File: src/rtl/axi_block_pkg.sv
// Shared types and constants for the cache-block to AXI4 burst bridge.
package axi_block_pkg;

  localparam int BEATS      = 512 / 64;
  localparam int BEAT_CNT_W = $clog2(BEATS);

  localparam logic [1:0] AXI_BURST_INCR = 2'b01;
  localparam logic [2:0] AXI_SIZE_8B    = 3'd3;

  typedef enum logic [2:0] {
    ST_IDLE,
    ST_AW,
    ST_W,
    ST_B,
    ST_AR,
    ST_R,
    ST_DONE
  } bridge_state_t;

endpackage

File: src/rtl/axi_block_bridge_if.sv
// AXI4 write/read channels between the block bridge (master) and memory (slave).
// Handshake rule on every channel: a transfer happens on a rising clock edge
// where valid and ready are both high; once valid is raised it stays high with
// a stable payload until that edge, and valid never waits for ready.
interface axi_block_bridge_if #(
  parameter int ADDR_WIDTH = 64,
  parameter int AXI_DATA_W = 64
) ();

  logic                      awvalid_o;
  logic                      awready_i;
  logic [ADDR_WIDTH-1:0]     awaddr_o;
  logic [7:0]                awlen_o;
  logic [2:0]                awsize_o;
  logic [1:0]                awburst_o;

  logic                      wvalid_o;
  logic                      wready_i;
  logic [AXI_DATA_W-1:0]     wdata_o;
  logic [AXI_DATA_W/8-1:0]   wstrb_o;
  logic                      wlast_o;

  logic                      bvalid_i;
  logic                      bready_o;
  logic [1:0]                bresp_i;

  logic                      arvalid_o;
  logic                      arready_i;
  logic [ADDR_WIDTH-1:0]     araddr_o;
  logic [7:0]                arlen_o;
  logic [2:0]                arsize_o;
  logic [1:0]                arburst_o;

  logic                      rvalid_i;
  logic                      rready_o;
  logic [AXI_DATA_W-1:0]     rdata_i;
  logic                      rlast_i;
  logic [1:0]                rresp_i;

  modport master (
    output awvalid_o, awaddr_o, awlen_o, awsize_o, awburst_o,
    input  awready_i,
    output wvalid_o, wdata_o, wstrb_o, wlast_o,
    input  wready_i,
    input  bvalid_i, bresp_i,
    output bready_o,
    output arvalid_o, araddr_o, arlen_o, arsize_o, arburst_o,
    input  arready_i,
    input  rvalid_i, rdata_i, rlast_i, rresp_i,
    output rready_o
  );

  modport slave (
    input  awvalid_o, awaddr_o, awlen_o, awsize_o, awburst_o,
    output awready_i,
    input  wvalid_o, wdata_o, wstrb_o, wlast_o,
    output wready_i,
    output bvalid_i, bresp_i,
    input  bready_o,
    input  arvalid_o, araddr_o, arlen_o, arsize_o, arburst_o,
    output arready_i,
    output rvalid_i, rdata_i, rlast_i, rresp_i,
    input  rready_o
  );

endinterface

File: src/rtl/axi_block_bridge.sv
// Converts one cache-block read or write-back request into a single AXI4 INCR
// burst and pulses done_o for one cycle when it completes. Every AXI output is
// decoded from the state register, beat counter or latched request, so there
// is no combinational path from any incoming valid/ready to an output.
module axi_block_bridge
  import axi_block_pkg::*;
#(
  parameter int ADDR_WIDTH  = 64,
  parameter int BLOCK_WIDTH = 512,
  parameter int AXI_DATA_W  = 64
) (
  input  logic                   clk_i,
  input  logic                   arst_i,
  input  logic                   read_start_i,
  input  logic                   write_start_i,
  input  logic [ADDR_WIDTH-1:0]  addr_i,
  input  logic [BLOCK_WIDTH-1:0] data_block_i,
  output logic [BLOCK_WIDTH-1:0] data_block_o,
  output logic                   done_o,
  output bridge_state_t          state_o,
  axi_block_bridge_if.master     axi
);

  localparam int               NBEATS     = BLOCK_WIDTH / AXI_DATA_W;
  localparam int               CNT_W      = (NBEATS > 1) ? $clog2(NBEATS) : 1;
  localparam logic [CNT_W-1:0] LAST_BEAT  = CNT_W'(NBEATS - 1);
  localparam logic [7:0]       BURST_LEN  = 8'(NBEATS - 1);
  localparam logic [2:0]       BURST_SIZE = 3'($clog2(AXI_DATA_W / 8));

  bridge_state_t          state_q, state_d;
  logic [CNT_W-1:0]       cnt_q, cnt_d;
  logic [ADDR_WIDTH-1:0]  addr_q, addr_d;
  logic [BLOCK_WIDTH-1:0] wblk_q, wblk_d;
  logic [BLOCK_WIDTH-1:0] rbuf_q, rbuf_d;

  logic w_fire;
  logic r_fire;

  assign w_fire = (state_q == ST_W) && axi.wready_i;
  assign r_fire = (state_q == ST_R) && axi.rvalid_i;

  // State register; an asynchronous reset abandons any burst in flight.
  always_ff @(posedge clk_i or posedge arst_i) begin
    if (arst_i) state_q <= ST_IDLE;
    else        state_q <= state_d;
  end

  // Next-state logic: write-back wins over read when both are requested.
  always_comb begin
    state_d = state_q;
    unique case (state_q)
      ST_IDLE: begin
        if (write_start_i)     state_d = ST_AW;
        else if (read_start_i) state_d = ST_AR;
      end
      ST_AW:   if (axi.awready_i) state_d = ST_W;
      ST_W:    if (w_fire && (cnt_q == LAST_BEAT)) state_d = ST_B;
      ST_B:    if (axi.bvalid_i) state_d = ST_DONE;
      ST_AR:   if (axi.arready_i) state_d = ST_R;
      // An early rlast still ends the burst; the beat count is not checked.
      ST_R:    if (r_fire && axi.rlast_i) state_d = ST_DONE;
      ST_DONE: state_d = ST_IDLE;
      default: state_d = ST_IDLE;
    endcase
  end

  // Datapath next values: request latch in IDLE, beat counter, read buffer fill.
  always_comb begin
    addr_d = addr_q;
    wblk_d = wblk_q;
    rbuf_d = rbuf_q;
    cnt_d  = '0;
    unique case (state_q)
      ST_IDLE: begin
        if (write_start_i) begin
          addr_d = addr_i;
          wblk_d = data_block_i;
        end else if (read_start_i) begin
          addr_d = addr_i;
        end
      end
      ST_W: begin
        cnt_d = w_fire ? (cnt_q + CNT_W'(1)) : cnt_q;
      end
      ST_R: begin
        cnt_d = cnt_q;
        if (r_fire) begin
          rbuf_d[int'(cnt_q)*AXI_DATA_W +: AXI_DATA_W] = axi.rdata_i;
          cnt_d = axi.rlast_i ? '0 : (cnt_q + CNT_W'(1));
        end
      end
      default: cnt_d = '0;
    endcase
  end

  // Datapath registers; reset clears the read buffer and the latched request.
  always_ff @(posedge clk_i or posedge arst_i) begin
    if (arst_i) begin
      cnt_q  <= '0;
      addr_q <= '0;
      wblk_q <= '0;
      rbuf_q <= '0;
    end else begin
      cnt_q  <= cnt_d;
      addr_q <= addr_d;
      wblk_q <= wblk_d;
      rbuf_q <= rbuf_d;
    end
  end

  assign state_o       = state_q;
  assign done_o        = (state_q == ST_DONE);
  assign data_block_o  = rbuf_q;

  assign axi.awvalid_o = (state_q == ST_AW);
  assign axi.awaddr_o  = addr_q;
  assign axi.awlen_o   = BURST_LEN;
  assign axi.awsize_o  = BURST_SIZE;
  assign axi.awburst_o = AXI_BURST_INCR;

  assign axi.wvalid_o  = (state_q == ST_W);
  assign axi.wdata_o   = wblk_q[int'(cnt_q)*AXI_DATA_W +: AXI_DATA_W];
  assign axi.wstrb_o   = '1;
  assign axi.wlast_o   = (state_q == ST_W) && (cnt_q == LAST_BEAT);

  assign axi.bready_o  = (state_q == ST_B);

  assign axi.arvalid_o = (state_q == ST_AR);
  assign axi.araddr_o  = addr_q;
  assign axi.arlen_o   = BURST_LEN;
  assign axi.arsize_o  = BURST_SIZE;
  assign axi.arburst_o = AXI_BURST_INCR;

  assign axi.rready_o  = (state_q == ST_R);

endmodule

File: src/flat_wrapper.sv
// flat-port wrapper written by rule: the top's interface ports become plain ports
module axi_block_bridge_flat import axi_block_pkg::*;
#(
  parameter int ADDR_WIDTH  = 64,
  parameter int BLOCK_WIDTH = 512,
  parameter int AXI_DATA_W  = 64
)
  (clk_i, arst_i, read_start_i, write_start_i, addr_i, data_block_i, data_block_o, done_o, state_o, axi_awvalid_o, axi_awaddr_o, axi_awlen_o, axi_awsize_o, axi_awburst_o, axi_awready_i, axi_wvalid_o, axi_wdata_o, axi_wstrb_o, axi_wlast_o, axi_wready_i, axi_bvalid_i, axi_bresp_i, axi_bready_o, axi_arvalid_o, axi_araddr_o, axi_arlen_o, axi_arsize_o, axi_arburst_o, axi_arready_i, axi_rvalid_i, axi_rdata_i, axi_rlast_i, axi_rresp_i, axi_rready_o);
  axi_block_bridge_if #(.ADDR_WIDTH(ADDR_WIDTH), .AXI_DATA_W(AXI_DATA_W)) axi_i ();
  input  logic clk_i;
  input  logic arst_i;
  input  logic read_start_i;
  input  logic write_start_i;
  input  logic [ADDR_WIDTH-1:0] addr_i;
  input  logic [BLOCK_WIDTH-1:0] data_block_i;
  output logic [BLOCK_WIDTH-1:0] data_block_o;
  output logic done_o;
  output bridge_state_t state_o;
  output wire logic [$bits(axi_i.awvalid_o)-1:0] axi_awvalid_o;
  output wire logic [$bits(axi_i.awaddr_o)-1:0] axi_awaddr_o;
  output wire logic [$bits(axi_i.awlen_o)-1:0] axi_awlen_o;
  output wire logic [$bits(axi_i.awsize_o)-1:0] axi_awsize_o;
  output wire logic [$bits(axi_i.awburst_o)-1:0] axi_awburst_o;
  input wire logic [$bits(axi_i.awready_i)-1:0] axi_awready_i;
  output wire logic [$bits(axi_i.wvalid_o)-1:0] axi_wvalid_o;
  output wire logic [$bits(axi_i.wdata_o)-1:0] axi_wdata_o;
  output wire logic [$bits(axi_i.wstrb_o)-1:0] axi_wstrb_o;
  output wire logic [$bits(axi_i.wlast_o)-1:0] axi_wlast_o;
  input wire logic [$bits(axi_i.wready_i)-1:0] axi_wready_i;
  input wire logic [$bits(axi_i.bvalid_i)-1:0] axi_bvalid_i;
  input wire logic [$bits(axi_i.bresp_i)-1:0] axi_bresp_i;
  output wire logic [$bits(axi_i.bready_o)-1:0] axi_bready_o;
  output wire logic [$bits(axi_i.arvalid_o)-1:0] axi_arvalid_o;
  output wire logic [$bits(axi_i.araddr_o)-1:0] axi_araddr_o;
  output wire logic [$bits(axi_i.arlen_o)-1:0] axi_arlen_o;
  output wire logic [$bits(axi_i.arsize_o)-1:0] axi_arsize_o;
  output wire logic [$bits(axi_i.arburst_o)-1:0] axi_arburst_o;
  input wire logic [$bits(axi_i.arready_i)-1:0] axi_arready_i;
  input wire logic [$bits(axi_i.rvalid_i)-1:0] axi_rvalid_i;
  input wire logic [$bits(axi_i.rdata_i)-1:0] axi_rdata_i;
  input wire logic [$bits(axi_i.rlast_i)-1:0] axi_rlast_i;
  input wire logic [$bits(axi_i.rresp_i)-1:0] axi_rresp_i;
  output wire logic [$bits(axi_i.rready_o)-1:0] axi_rready_o;
  assign axi_awvalid_o = axi_i.awvalid_o;
  assign axi_awaddr_o = axi_i.awaddr_o;
  assign axi_awlen_o = axi_i.awlen_o;
  assign axi_awsize_o = axi_i.awsize_o;
  assign axi_awburst_o = axi_i.awburst_o;
  assign axi_i.awready_i = axi_awready_i;
  assign axi_wvalid_o = axi_i.wvalid_o;
  assign axi_wdata_o = axi_i.wdata_o;
  assign axi_wstrb_o = axi_i.wstrb_o;
  assign axi_wlast_o = axi_i.wlast_o;
  assign axi_i.wready_i = axi_wready_i;
  assign axi_i.bvalid_i = axi_bvalid_i;
  assign axi_i.bresp_i = axi_bresp_i;
  assign axi_bready_o = axi_i.bready_o;
  assign axi_arvalid_o = axi_i.arvalid_o;
  assign axi_araddr_o = axi_i.araddr_o;
  assign axi_arlen_o = axi_i.arlen_o;
  assign axi_arsize_o = axi_i.arsize_o;
  assign axi_arburst_o = axi_i.arburst_o;
  assign axi_i.arready_i = axi_arready_i;
  assign axi_i.rvalid_i = axi_rvalid_i;
  assign axi_i.rdata_i = axi_rdata_i;
  assign axi_i.rlast_i = axi_rlast_i;
  assign axi_i.rresp_i = axi_rresp_i;
  assign axi_rready_o = axi_i.rready_o;
  axi_block_bridge #(.ADDR_WIDTH(ADDR_WIDTH), .BLOCK_WIDTH(BLOCK_WIDTH), .AXI_DATA_W(AXI_DATA_W)) u_core (.clk_i(clk_i), .arst_i(arst_i), .read_start_i(read_start_i), .write_start_i(write_start_i), .addr_i(addr_i), .data_block_i(data_block_i), .data_block_o(data_block_o), .done_o(done_o), .state_o(state_o), .axi(axi_i));
endmodule
File: config.mk
export PLATFORM = sky130hd
export DESIGN_NAME = axi_block_bridge_flat
export DESIGN_NICKNAME = d
export VERILOG_FILES = /design/src/rtl/axi_block_pkg.sv /design/src/rtl/axi_block_bridge_if.sv /design/src/rtl/axi_block_bridge.sv /design/src/flat_wrapper.sv
export SDC_FILE = /design/constraint.sdc
export NUM_CORES = 2
export LEC_CHECK = 0
export ABC_CLOCK_PERIOD_IN_PS = 63100
export CORE_AREA = 2 2 553 555
export DETAILED_ROUTE_END_ITERATION = 7
export DIE_AREA = 0 0 555 557
export SYNTH_ARGS = -nofsm -noshare
export SYNTH_HDL_FRONTEND = slang
export SYNTH_SLANG_ARGS = --single-unit
File: constraint.sdc
create_clock -name clk_i -period 63.1 [get_ports clk_i]
set_input_delay 18.93 -clock clk_i [delete_from_list [all_inputs] [get_ports clk_i]]
set_output_delay 18.93 -clock clk_i [all_outputs]
set_load 0.01 [all_outputs]
# [Yosys cells after proc, flatten, opt, wreduce, memory -nomap -nowiden]
# Cells that the tools add are included.
[totals] register_bits=1094 in_bits=654 out_inout_bits=748 word_cells=52
[classes] n_addsub=2 eq_ne=15 n_shift=3 muxes=15 n_reduce_logical=12
[ops] cell="512-bit bitwise mux" count=1
[ops] cell="64-bit by 33-bit variable shift with 512-bit output (first input constant)" count=1
[ops] cell="512-bit by 10-bit indexed part select with 64-bit output" count=1
[ops] cell="64-bit by 33-bit indexed part select with 512-bit output" count=1
[ops] cell="64-bit 2-to-1 mux" count=2
[ops] cell="9-bit negation with 33-bit output" count=1
[ops] cell="3-bit 2-to-1 mux" count=10
[ops] cell="3-bit one-hot mux with 6 select lines" count=1
[ops] cell="3-bit equality test (second input constant)" count=4
[ops] cell="2-bit by 1-bit inequality test with 1-bit output (second input constant)" count=6
[ops] cell="2-bit AND reduction" count=4
[ops] cell="3-bit by 2-bit equality test with 1-bit output (second input constant)" count=2
[ops] cell="3-bit one-hot mux with 2 select lines" count=1
[ops] cell="6-bit AND reduction" count=1
[ops] cell="1-bit logical AND" count=5
[ops] cell="3-bit by 1-bit adder with 3-bit output (second input constant)" count=1
[ops] cell="3-bit by 1-bit equality test with 1-bit output (second input constant)" count=1
[ops] cell="3-bit zero test" count=1
[ops] cell="3-bit inequality test (second input constant)" count=1
[ops] cell="2-bit inequality test (second input constant)" count=1
[ops] cell="2-bit nonzero test" count=1

# [Depth between registers and ports, before layout]
[logic_depth] ltp_word=5 depth_mapped=12

# [Least setup slack after synthesis]
# No wires, ideal clock.
[synth_path] path_kind="register -> output" from="reg u_core.cnt_q[0]" to="out axi_wdata_o[44]" arrival_ns=1.701 required_ns=44.170 setup_slack_ns=42.469 path_stages_with_launch=7 path_buffers=3 cell_sequence="dfrtp_1 buf_2 buf_2 buf_4 mux4_2 nand2_1 nand2_1"
[synth_via] elab_chain_cells=1
[synth_lines] element="from (decl)" line_no="axi_block_bridge.sv:31" rtl="logic [CNT_W-1:0] cnt_q, cnt_d;"
[synth_lines] element="from (signal assigned)" line_no="axi_block_bridge.sv:104" rtl="cnt_q <= cnt_d;"
[synth_lines] element="512-bit by 10-bit indexed part select with 64-bit output" line_no="axi_block_bridge.sv:122" rtl="assign axi.wdata_o = wblk_q[int'(cnt_q)*AXI_DATA_W +: AXI_DATA_W];"
[synth_lines] element="to (decl)" line_no="flat_wrapper.sv:26" rtl="output wire logic [$bits(axi_i.wdata_o)-1:0] axi_wdata_o;"
# No other way between the ends.

# [Worst setup path after layout]
[layout_path] from="reg u_core.cnt_q[0]" to="out axi_wdata_o[47]"
# The elaborated chain is that of the path after synthesis.

==> out/metrics.yaml <==
status: "completed"
first_pass_iters: 5
final.setup_skew_ns: 0.04683
crit_required_ns: 44.17
syn_area_per_cell_um2: 12.48
io_pins: 1402
syn_area_um2: 46880
dp.final_hpwl_um: 159600
core_area_um2: 304000
via_per_inst: 3.795
cp.arrival_ns: 5.45
critical_path_buf_inv_count: 4
hp-start: "u_core.data_block_o[221]"
finalSetupViolations: 0
syn_inst: 3756
routed_wirelength_um: 205100
reg2reg_to: "u_core.data_block_o[129]"
path_clk_slew_ns: 0.06
critical_path.max_stage_delay_ns: 0.91
critical_path_class: "register to output pin"
path_depth: 7
gp_congestion: 0.8387
cts_resized: 0
crit_chain: "buf_4, buf_4, buf_4, mux4_2, nand2_1, nand2_1, clkdlybuf4s50_1"
worstHoldPathType: "register to register"
p_comb_share_pct: 31.7
hold_buffers: 0
maxSlewViolCount: 0
antenna_found_initial: 77
cp-endpoint: "axi_wdata_o[47]"
die_area_um2: 309100
period_share_pct: 38.64
drc: 0
power_leakage_nw: 27.92
ys_types: 40
r2r_setup_slack_ns: 58.51
crit_family: "buffers and inverters"
htreeDepth: 4
clock_latency_ns: 0.78
critPathCaptureType: "output pin"
cts_tree: "built"
worst_pin_slew_ns: 1.160
clock_path_buffers: 4
grt_pass1_wl_um: 283400
drv_cap: 0
wl_per_cell_um: 22.44
cts_sinks: 1094
power_w: 0.002704
portBuffers: 1363
p_sw_w: 0.0008288
row_count: 203
cts_buffers: 136
ir_drop_mv: 0.02828
slew_headroom_pct: 22.70
start_util_pct: 15.42
async_flop_share_pct: 100.0
min_period_ns: 24.38
hold_viol: 0
synth_top_flop_cell: "dfrtp_1"
synth_enable_flop_cells: 0
cts_setup_buffers: 0
finalSetupTns_ns: 0
die_h_um: 557
place_inst: 8866
clock.fmax_mhz: 41.01
r2r_start: "u_core.cnt_q[0]"
synth_top_area_share_pct: 58.39
rsz0062_at_grt: "false"
die_x_um: 555
power_frac_seq_pct: 39.4
ys_seq_area_share_pct: 58.39
ys_warn_count: 0
grt_max_degree: 164
worstRegToRegCells: 8
antenna_left: 0
cpMaxStageDelayCell: "dfrtp_4"
place_ws_ns: 38.87
fin_ws_ns: 38.72
drt-initial-drc-count: 2530
fin_cells: 9136
overflow: 0
start_kind: "register"
worstPathMaxFanout: 44
fillCellCount: 32217
power.internal_w: 0.001875
cts-root-buf: "clkbuf_16"
p_per_area_nw_per_um2: 39.52
yosysTopAreaCell: "dfrtp_1"
ys_top_cells_by_area: "dfrtp_1 58%, mux2_2 14%, mux4_2 6.1%, nand2_1 5.7%, o21ai_0 3.4%"
crit_start: "u_core.cnt_q[0]"
swShare_pct: 30.65
area_growth_syn_to_layout_pct: 45.92
grtUsageTotal_pct: 12.76
dr_total_vias: 34675
ys_ff_latch: 1094
nNetsFinal: 5668
cpMostUsedCell: "buf_4"
p_clk_share_pct: 28.9
grt_pass1_vias: 35791
drive_gt1_share_pct: 19.55
==> how the worst min path moves through the flow <==
stage                                           to  slack (ns)  cells after the start
after floorplan                 u_core.wblk_q[128]        0.48                      1
after global placement    u_core.data_block_o[200]        0.46                      2
after detailed placement  u_core.data_block_o[209]        0.47                      2
after CTS                 u_core.data_block_o[193]        0.48                      2
after global routing      u_core.data_block_o[152]        0.50                      2
final                     u_core.data_block_o[221]        0.48                      2
==> worst min-delay path: cells and delay by family (launching register included) <==
| kind | cells | cell delay, ns |
|---|---|---|
| and+or+nand+nor | 1 | 0.04 |
| DFF | 1 | 0.34 |
| AOI/OAI and AO/OA | 1 | 0.06 |
==> layout make-up <==
cell class | instances | area, um2 | share of cell area (%)
Antenna cell | 35 | 87.58 | 0.1280
Clock buffer | 191 | 3881 | 5.673
Clock inverter | 44 | 498.0 | 0.7279
Inverter | 199 | 757.0 | 1.106
Multi-Input combinational cell | 2147 | 16640 | 24.32
Sequential cell | 1094 | 27390 | 40.03
Tap cell | 3997 | 5001 | 7.310
Timing Repair Buffer | 1429 | 14160 | 20.70
==> registers in the layout, summed over array words and instances, names as in the netlist <==
register / flops
u_core.axi.araddr_o: 64
u_core.wblk_q: 512
u_core.cnt_q: 3
u_core.data_block_o: 512
u_core.state_o: 3
==> layer usage <==
metal | routed length (um) | vias to the layer above | share of wire [%] | track usage (%)
met5 | 230 | - | 0.11 | 0
met4 | 7452 | 34 | 3.6 | 4.181
met3 | 18000 | 383 | 8.8 | 4.372
met2 | 100100 | 1526 | 49 | 22.03
met1 | 79280 | 17534 | 39 | 14.66
li1 | - | 15198 | - | -
==> logic make-up (layout without fill, tap and decap cells) <==
family	Yosys count	in the layout	synth area share, %
flip-flops	1094	1094	58.39
AND/OR/NAND/NOR	877	877	7.683
multiplexers	834	834	22.93
buffers and inverters	547	1863	6.509
AO/OA/AOI/OAI	395	395	4.281
adder cells (fa/ha/maj)	7	7	0.1868
other	2	69	0.01602
==> layout by cell type (no fill, tap or decap), types with 35 or more instances in the layout <==
cell type and count:
buf_4 64, clkbuf_16 137, clkdlybuf4s50_1 1363, dfrtp_1 1091
diode_2 35, inv_1 197, mux2_1 65, mux2_2 577
mux2i_1 64, mux4_2 128, nand2_1 708, nand3_1 131
o21ai_0 320, o21ai_1 64
==> synth_stat cells (62+ instances only) <==
cell type / instances
mux4_2: 128
o21ai_0: 321
buf_6: 62
clkbuf_1: 83
mux2_1: 65
inv_1: 199
buf_2: 78
mux2_2: 577
mux2i_1: 64
nand3_1: 131
buf_4: 116
o21ai_1: 64
dfrtp_1: 1094
nand2_1: 709
==> power groups by stage <==
stage / Clock, W / Sequential [W] / Combinational [W]
6_report: 0.000781 / 0.00107 / 0.000857
5_1_grt: 0.000834 / 0.00109 / 0.000917
4_1_cts: 0.000807 / 0.00107 / 0.000873
3_5_place_dp: 0 / 0.00108 / 0.000867
3_3_place_gp: 0 / 0.00107 / 0.000854
2_1_floorplan: 0 / 0.00103 / 0.000529
==> through the flow <==
| stage | utilization, % | instance area (um2) | hold WS, ns |
|---|---|---|---|
| 5_1_grt | 22.48 | 68340 | 0.4952 |
| 2_1_floorplan | - | 47010 | 0.4751 |
| 3_3_place_gp | 21.03 | 63950 | 0.4617 |
| 6_report | 22.50 | 68420 | 0.4806 |
| 3_5_place_dp | 21.03 | 63950 | 0.4701 |
| 4_1_cts | 22.47 | 68330 | 0.4829 |
Note: power is estimated with default switching activity, not from simulation.
